`src/rtl/alu_result_stage.sv`:
```
// EX->WB result register with a two-entry skid buffer and valid/ready handshake.
// Define ALU_STAGE_FLAGS_EN to build Zero/Negative/Overflow flag capture; otherwise flags read 0.
module alu_result_stage #(
    parameter int DATA_W = 24,
    parameter int RD_W   = 4
) (
    input  logic              Clock,
    input  logic              Reset,
    input  logic              InValid,
    output logic              InReady,
    input  logic [DATA_W-1:0] Result,
    input  logic [2:0]        Selector,
    input  logic              AddOvf,
    input  logic              RegWrite,
    input  logic [RD_W-1:0]   Rd,
    output logic              OutValid,
    input  logic              OutReady,
    output logic [DATA_W-1:0] WBData,
    output logic [RD_W-1:0]   WBRd,
    output logic              WBWrite,
    output logic              Zero,
    output logic              Negative,
    output logic              Overflow
);

    typedef enum logic [1:0] {
        EMPTY = 2'd0,
        ONE   = 2'd1,
        FULL  = 2'd2
    } state_t;

    state_t state, next_state;

    logic              in_ready_q;
    logic              out_valid_q;
    logic              take_in;
    logic              take_out;
    logic              load_m;
    logic              load_s;
    logic              move_s;

    logic [DATA_W-1:0] m_data, s_data;
    logic [RD_W-1:0]   m_rd, s_rd;
    logic              m_wr, s_wr;

    assign take_in  = InValid && in_ready_q;
    assign take_out = out_valid_q && OutReady;

    always_ff @(posedge Clock or posedge Reset) begin
        if (Reset) begin
            state <= EMPTY;
        end else begin
            state <= next_state;
        end
    end

    always_comb begin
        next_state = state;
        load_m     = 1'b0;
        load_s     = 1'b0;
        move_s     = 1'b0;
        case (state)
            EMPTY: begin
                if (take_in) begin
                    load_m     = 1'b1;
                    next_state = ONE;
                end
            end
            ONE: begin
                if (take_in && take_out) begin
                    load_m = 1'b1;
                end else if (take_in) begin
                    load_s     = 1'b1;
                    next_state = FULL;
                end else if (take_out) begin
                    next_state = EMPTY;
                end
            end
            FULL: begin
                // take_in cannot fire here: in_ready_q is low whenever S holds data
                if (take_out) begin
                    move_s     = 1'b1;
                    next_state = ONE;
                end
            end
            default: next_state = EMPTY;
        endcase
    end

    // Handshake outputs come straight from flops so OutReady never reaches InReady combinationally
    always_ff @(posedge Clock or posedge Reset) begin
        if (Reset) begin
            in_ready_q  <= 1'b1;
            out_valid_q <= 1'b0;
        end else begin
            in_ready_q  <= (next_state != FULL);
            out_valid_q <= (next_state != EMPTY);
        end
    end

    always_ff @(posedge Clock or posedge Reset) begin
        if (Reset) begin
            m_data <= '0;
            m_rd   <= '0;
            m_wr   <= 1'b0;
        end else if (load_m) begin
            m_data <= Result;
            m_rd   <= Rd;
            m_wr   <= RegWrite;
        end else if (move_s) begin
            m_data <= s_data;
            m_rd   <= s_rd;
            m_wr   <= s_wr;
        end
    end

    always_ff @(posedge Clock or posedge Reset) begin
        if (Reset) begin
            s_data <= '0;
            s_rd   <= '0;
            s_wr   <= 1'b0;
        end else if (load_s) begin
            s_data <= Result;
            s_rd   <= Rd;
            s_wr   <= RegWrite;
        end
    end

`ifdef ALU_STAGE_FLAGS_EN
    logic in_zero, in_neg, in_ovf;
    logic m_zero, m_neg, m_ovf;
    logic s_zero, s_neg, s_ovf;

    // Overflow only means something for ADD; every other select, including 1xx, clears it
    assign in_zero = (Result == '0);
    assign in_neg  = Result[DATA_W-1];
    assign in_ovf  = (Selector == 3'b010) && AddOvf;

    always_ff @(posedge Clock or posedge Reset) begin
        if (Reset) begin
            m_zero <= 1'b0;
            m_neg  <= 1'b0;
            m_ovf  <= 1'b0;
        end else if (load_m) begin
            m_zero <= in_zero;
            m_neg  <= in_neg;
            m_ovf  <= in_ovf;
        end else if (move_s) begin
            m_zero <= s_zero;
            m_neg  <= s_neg;
            m_ovf  <= s_ovf;
        end
    end

    always_ff @(posedge Clock or posedge Reset) begin
        if (Reset) begin
            s_zero <= 1'b0;
            s_neg  <= 1'b0;
            s_ovf  <= 1'b0;
        end else if (load_s) begin
            s_zero <= in_zero;
            s_neg  <= in_neg;
            s_ovf  <= in_ovf;
        end
    end

    assign Zero     = m_zero;
    assign Negative = m_neg;
    assign Overflow = m_ovf;
`else
    logic unused_flag_inputs;
    assign unused_flag_inputs = ^{Selector, AddOvf};

    assign Zero     = 1'b0;
    assign Negative = 1'b0;
    assign Overflow = 1'b0;
`endif

    assign InReady  = in_ready_q;
    assign OutValid = out_valid_q;
    assign WBData   = m_data;
    assign WBRd     = m_rd;
    assign WBWrite  = m_wr;

endmodule

```
`config.mk`:
```
export PLATFORM = sky130hd
export DESIGN_NAME = alu_result_stage
export DESIGN_NICKNAME = d
export VERILOG_FILES = /design/src/rtl/alu_result_stage.sv
export SDC_FILE = /design/constraint.sdc
export NUM_CORES = 1
export LEC_CHECK = 0
export ABC_CLOCK_PERIOD_IN_PS = 2500
export BUFFER_PORTS_ARGS = -buffer_cell sky130_fd_sc_hd__clkbuf_2
export CAP_MARGIN = 25
export CORE_MARGIN = 2
export CORE_UTILIZATION = 55
export DETAILED_ROUTE_END_ITERATION = 10
export HOLD_SLACK_MARGIN = 0.08
export PLACE_DENSITY_LB_ADDON = 0.05
export SLEW_MARGIN = 20
export SYNTH_ARGS = -nofsm -noshare
export SYNTH_HDL_FRONTEND = slang
export SYNTH_SLANG_ARGS = --single-unit
export TNS_END_PERCENT = 1
```
`constraint.sdc`:
```
create_clock -name Clock -period 2.5 [get_ports Clock]
set_input_delay 0.125 -clock Clock [delete_from_list [all_inputs] [get_ports Clock]]
set_output_delay 0.125 -clock Clock [all_outputs]
set_load 0.02 [all_outputs]
```
Word level (Yosys, flattened, before mapping)
Index checks and enable logic that the tools add are counted.
Storage, ports and cells
  bits in latches: 0
  ROM bits: 0
  flip-flop bits (word level): 62
  output and inout bits: 34
  memories kept: 0
  input port bits: 37
  logic and storage cells: 37
  bits in writable memories: 0
Operators by class
  magnitude comparators: 0
  equality and inequality tests: 3
  bitwise logic cells: 0
  shift operators: 0
  reductions and logical operators: 6
  $add $sub $neg: 0
  multiply operators: 0
  mux-type cells: 19
  divide/modulo/power cells: 0
Operators with widths (number)
  24-bit 2-to-1 mux: 2
  2-bit 2-to-1 mux: 5
  1-bit 2-to-1 mux: 8
  4-bit 2-to-1 mux: 2
  2-bit one-hot mux with 3 select lines: 1
  2-bit nonzero test: 2
  1-bit logical AND: 3
  2-bit by 1-bit equality test with 1-bit output, second input constant: 1
  2-bit equality test, second input constant: 1
  2-bit zero test: 1
  2-bit != test, second input constant: 1
  1-bit one-hot mux with 2 select lines: 1

Depth between registers and ports, before layout
  depth after elaboration: 6
  depth in mapped cells: 5
  depth with buffers taken out: 3

Worst setup path after synthesis
Ideal clock, no wire load.
  kind: reg-to-reg
  from: register in_ready_q, in the netlist InReady
  to: register m_data[0], in the netlist WBData[0]
  period minus slack after synthesis: 1608 ps
  stages on the path, launching flop included: 6
  setup time: 125 ps
  required time: 2375 ps
  buffers on the path: 2
  arrival time: 1483 ps
  setup slack: 892 ps
  path through: dfstp_2 and3b_1 nand2_1 buf_4 buf_4 mux2_4
On the way
  cells in the longest elaborated chain, start to end: 5
  elaborated cells on any way between the ends: 7
  those cells by class: 4 x mux; 3 x reduce/logical
RTL lines
  start: declaration: RTL line 34  | logic in_ready_q;
  start signal: assignment: RTL line 96  | in_ready_q <= (next_state != FULL);
  1-bit logical AND (*): RTL line 46  | assign take_in = InValid && in_ready_q;
  1-bit logical AND: RTL line 70  | if (take_in && take_out) begin
  1-bit 2-to-1 mux: RTL line 70
  1-bit one-hot mux with 2 select lines (*): RTL line 62  | case (state)
  24-bit 2-to-1 mux / 2-bit nonzero test (equally long branches)
  end signal: assignment: RTL line 107  | m_data <= Result;
  end signal: assignment: RTL line 111  | m_data <= s_data;
  end: declaration: RTL line 42  | logic [DATA_W-1:0] m_data, s_data;
Mark *: on every way between the ends. The rest lies on a longest branch, timed or not.
A chain may end at the register's enable or synchronous reset.

Final worst setup path
  from: register state[0]
  to: register m_data[8], in the netlist WBData[8]
On the way
  cells in the longest elaborated chain, start to end: 3
  elaborated cells on any way between the ends: 7
  those cells by class: 2 x eq/ne; 3 x mux; 2 x reduce/logical
RTL lines
  start: declaration: RTL line 32  | state_t state, next_state;
  start signal: assignment: RTL line 53  | state <= next_state;
  2-bit by 1-bit equality test with 1-bit output (tied with other cells): RTL line 62
  1-bit one-hot mux with 2 select lines / 1-bit 2-to-1 mux (equally long branches): RTL line 62
  24-bit 2-to-1 mux / 2-bit nonzero test (equally long branches)
Parallel ways exist; a longest one is shown, timed or not.

==> impl_metrics.yaml <==
routing:
  vias: 1781
  initialDrtViolationCount: 94
  ant_nets: 0
  vias_per_cell: 5.07
  avgRoutedWirePerCell_um: 15.6
  first_pass_iters: 4
  wl_um: 5480
  drc: 0
grt:
  antenna_found_initial: 0
  grt_pass1_wl_um: 8700
  grtUsageTotal: 0.212
  grt_pass1_vias: 1904
  grt_overflow: 0
  grt_max_degree: 63
synth:
  syn_inst: 179
  yosys_warnings: 0
  yosysTopAreaCellShare: 0.545
  postSynthAreaPerCell_sq_um: 15.6
  yosys-top-cells-area: "dfrtp_1 55%, mux2_2 27%, mux2_4 11%, buf_4 1.3%, dfstp_2 0.94%"
  synth_cell_types: 21
  synth_seq_area_share: 0.555
  synth-seq-cells: 62
  syn_area_sq_um: 2800
  synth_top_cell_by_area: "dfrtp_1"
job:
  maxCapViolCount: 0
layout:
  n_antenna_cell: 0
  post-route-util: 0.770
  most-common-layout-cells: "68 x mux2_2, 63 x clkbuf_2, 61 x dfrtp_1"
  ff_latch_area_sq_um: 1550
  layout_commonest_cell: "mux2_2"
  final_nets: 316
  fill_cells: 320
  fin_area_sq_um: 3710
  area_growth_pct: 32.5
  multiInputGateArea_sq_um: 1160
  drive_above_1_share: 0.620
floorplan:
  num_rows: 25
  coreArea_sq_um: 4820
  die_w_um: 75.4
  io_pins: 71
  die-area_sq_um: 5680
  die_y_um: 75.4
  start_util: 0.581
timing:
  fin_crit_ps: 1680
  drv_slew: 0
  max_clock_freq_mhz: 595
  finalSetupViolCount: 0
  clock_skew_ps: 6.87
  grt_setup_unrepaired: "false"
  setup_ws_ps: 819
  min_period_over_period: 0.672
  hold_viol: 0
  setup_tns_ps: 0
hold_path:
  min_path_cells: 3
  hold_path_end: "state[0]"
  hold_start: "OutReady"
  worst_hold_path_type: "in2reg"
clocking:
  cts_setup_buffers: 0
  ctsRootBufferMaster: "clkbuf_8"
  cts_buffers: 9
  path_clk_slew_ps: 70
  cts_tree: "built"
  worstSkewPairLatency_ps: 320
  cts.sinks: 62
  htree_levels: 3
  cts.path.max_buffers: 2
critical_path:
  path_max_fanout: 17
  worst_path_most_repeated_cell: "mux2_2"
  max_stage_delay_ps: 410
  r2r-start: "state[0]"
  crit_chain: "nand4b_1 -> buf_4 -> mux2_2 -> mux2_2"
  r2r_slack_ps: 820
  critical_path.top_delay_family: "multiplexers"
  path_buf_inv: 1
  crit_type: "reg2reg"
  r2r_cells: 4
  cp_data_required_time_ps: 2710
  cp-end-kind: "flop"
  worstReg2RegEnd: "WBData[8]"
  critPathArrivalTime_ps: 1890
  worstSetupStartpointType: "flop"
  cp_slowest_cell: "dfrtp_1"
pwr:
  peakVddDrop_v: 0.000705
  p_per_area_nw_per_um2: 1310
  power.leakage_nw: 1.80
placement:
  pre_cts_ws_ps: 850
  io_buffers: 63
  globalplace.congestion: 0.688
  place_hpwl_um: 3800
  place_area_sq_um: 3180
status:
  outcome: "finished clean"
## per-layer routing
layer / track usage / wire length, um / share of wire
met5: 0 / 0 / 0
met2: 0.386 / 2910 / 0.53
met4: 0.103 / 116 / 0.021
met1: 0.229 / 2220 / 0.41
met3: 0.0503 / 223 / 0.041
## per-stage QoR
| step | instances | total power, mW | hold WS (ps) |
|---|---|---|---|
| 2_1_floorplan | 181 | 3.32 | 274 |
| 3_3_place_gp | 305 | 3.70 | 189 |
| 3_5_place_dp | 305 | 3.88 | 198 |
| 4_1_cts | 351 | 4.92 | 128 |
| 5_1_grt | 351 | 5.16 | 151 |
| 6_report | 351 | 4.87 | 147 |
## flip-flops by register name (all words and copies together) (netlist names)
register,cells
InReady,1
OutValid,1
WBData,24
WBRd,4
WBWrite,1
s_data,24
s_rd,4
s_wr,1
state,2
## worst max-delay path by stage
stage	endpoint	slack, ps	cells past startpoint	startpoint
2_1_floorplan	OutValid	840	1	Reset
3_3_place_gp	WBData[17]	960	4	OutValid
3_5_place_dp	WBData[10]	850	4	state[0]
4_1_cts	WBData[8]	840	4	state[0]
5_1_grt	WBData[10]	780	4	OutValid
6_report	WBData[8]	820	4	state[0]
## worst reg2reg max path: stages, from the launching register on
cell and delay [ps]:
dfrtp_1 410, nand4b_1 200, buf_4 310, mux2_2 380, mux2_2 270
## power breakdown
group          total, mW  internal, mW  switching (mW)  leakage, nW
Clock              0.998         0.642           0.356        0.120
Combinational       2.06          1.14           0.921        0.950
Sequential          1.82          1.53           0.284        0.732
## kinds of logic after synthesis
family,Yosys count,share of synthesized area
AO/OA/AOI/OAI,3,0.00760
buffers and inverters,13,0.0331
flip-flops,62,0.555
multiplexers,88,0.381
other,1,0.00134
AND/OR/NAND/NOR,12,0.0228
## cell usage after synthesis
library cell   n
nor2_1         1
o22ai_1        1
nand3_1        1
mux2_2        68
nand4b_1       1
nor2b_1        1
buf_8          1
and3b_1        1
a21bo_2        1
buf_4          5
dfrtp_1       61
mux2_4        20
buf_6          1
or2_2          1
a21oi_1        1
dfstp_2        1
conb_1         1
nand2_1        5
inv_1          1
buf_2          5
and2_1         1
## area by class of cell
class	instances	area share
clock buffer	13	0.0455
clock inverter	3	0.0175
inverter	1	0.00101
multi-input combinational	106	0.313
sequential	62	0.419
tap	67	0.0226
timing repair buffer	99	0.181
## what timing repair did
item	CTS	global route
gates resized for setup	0	0
hold endpoints to repair	119	0
setup endpoints to repair	0	0
hold buffers	30	0
(Power assumes the default switching activity.)
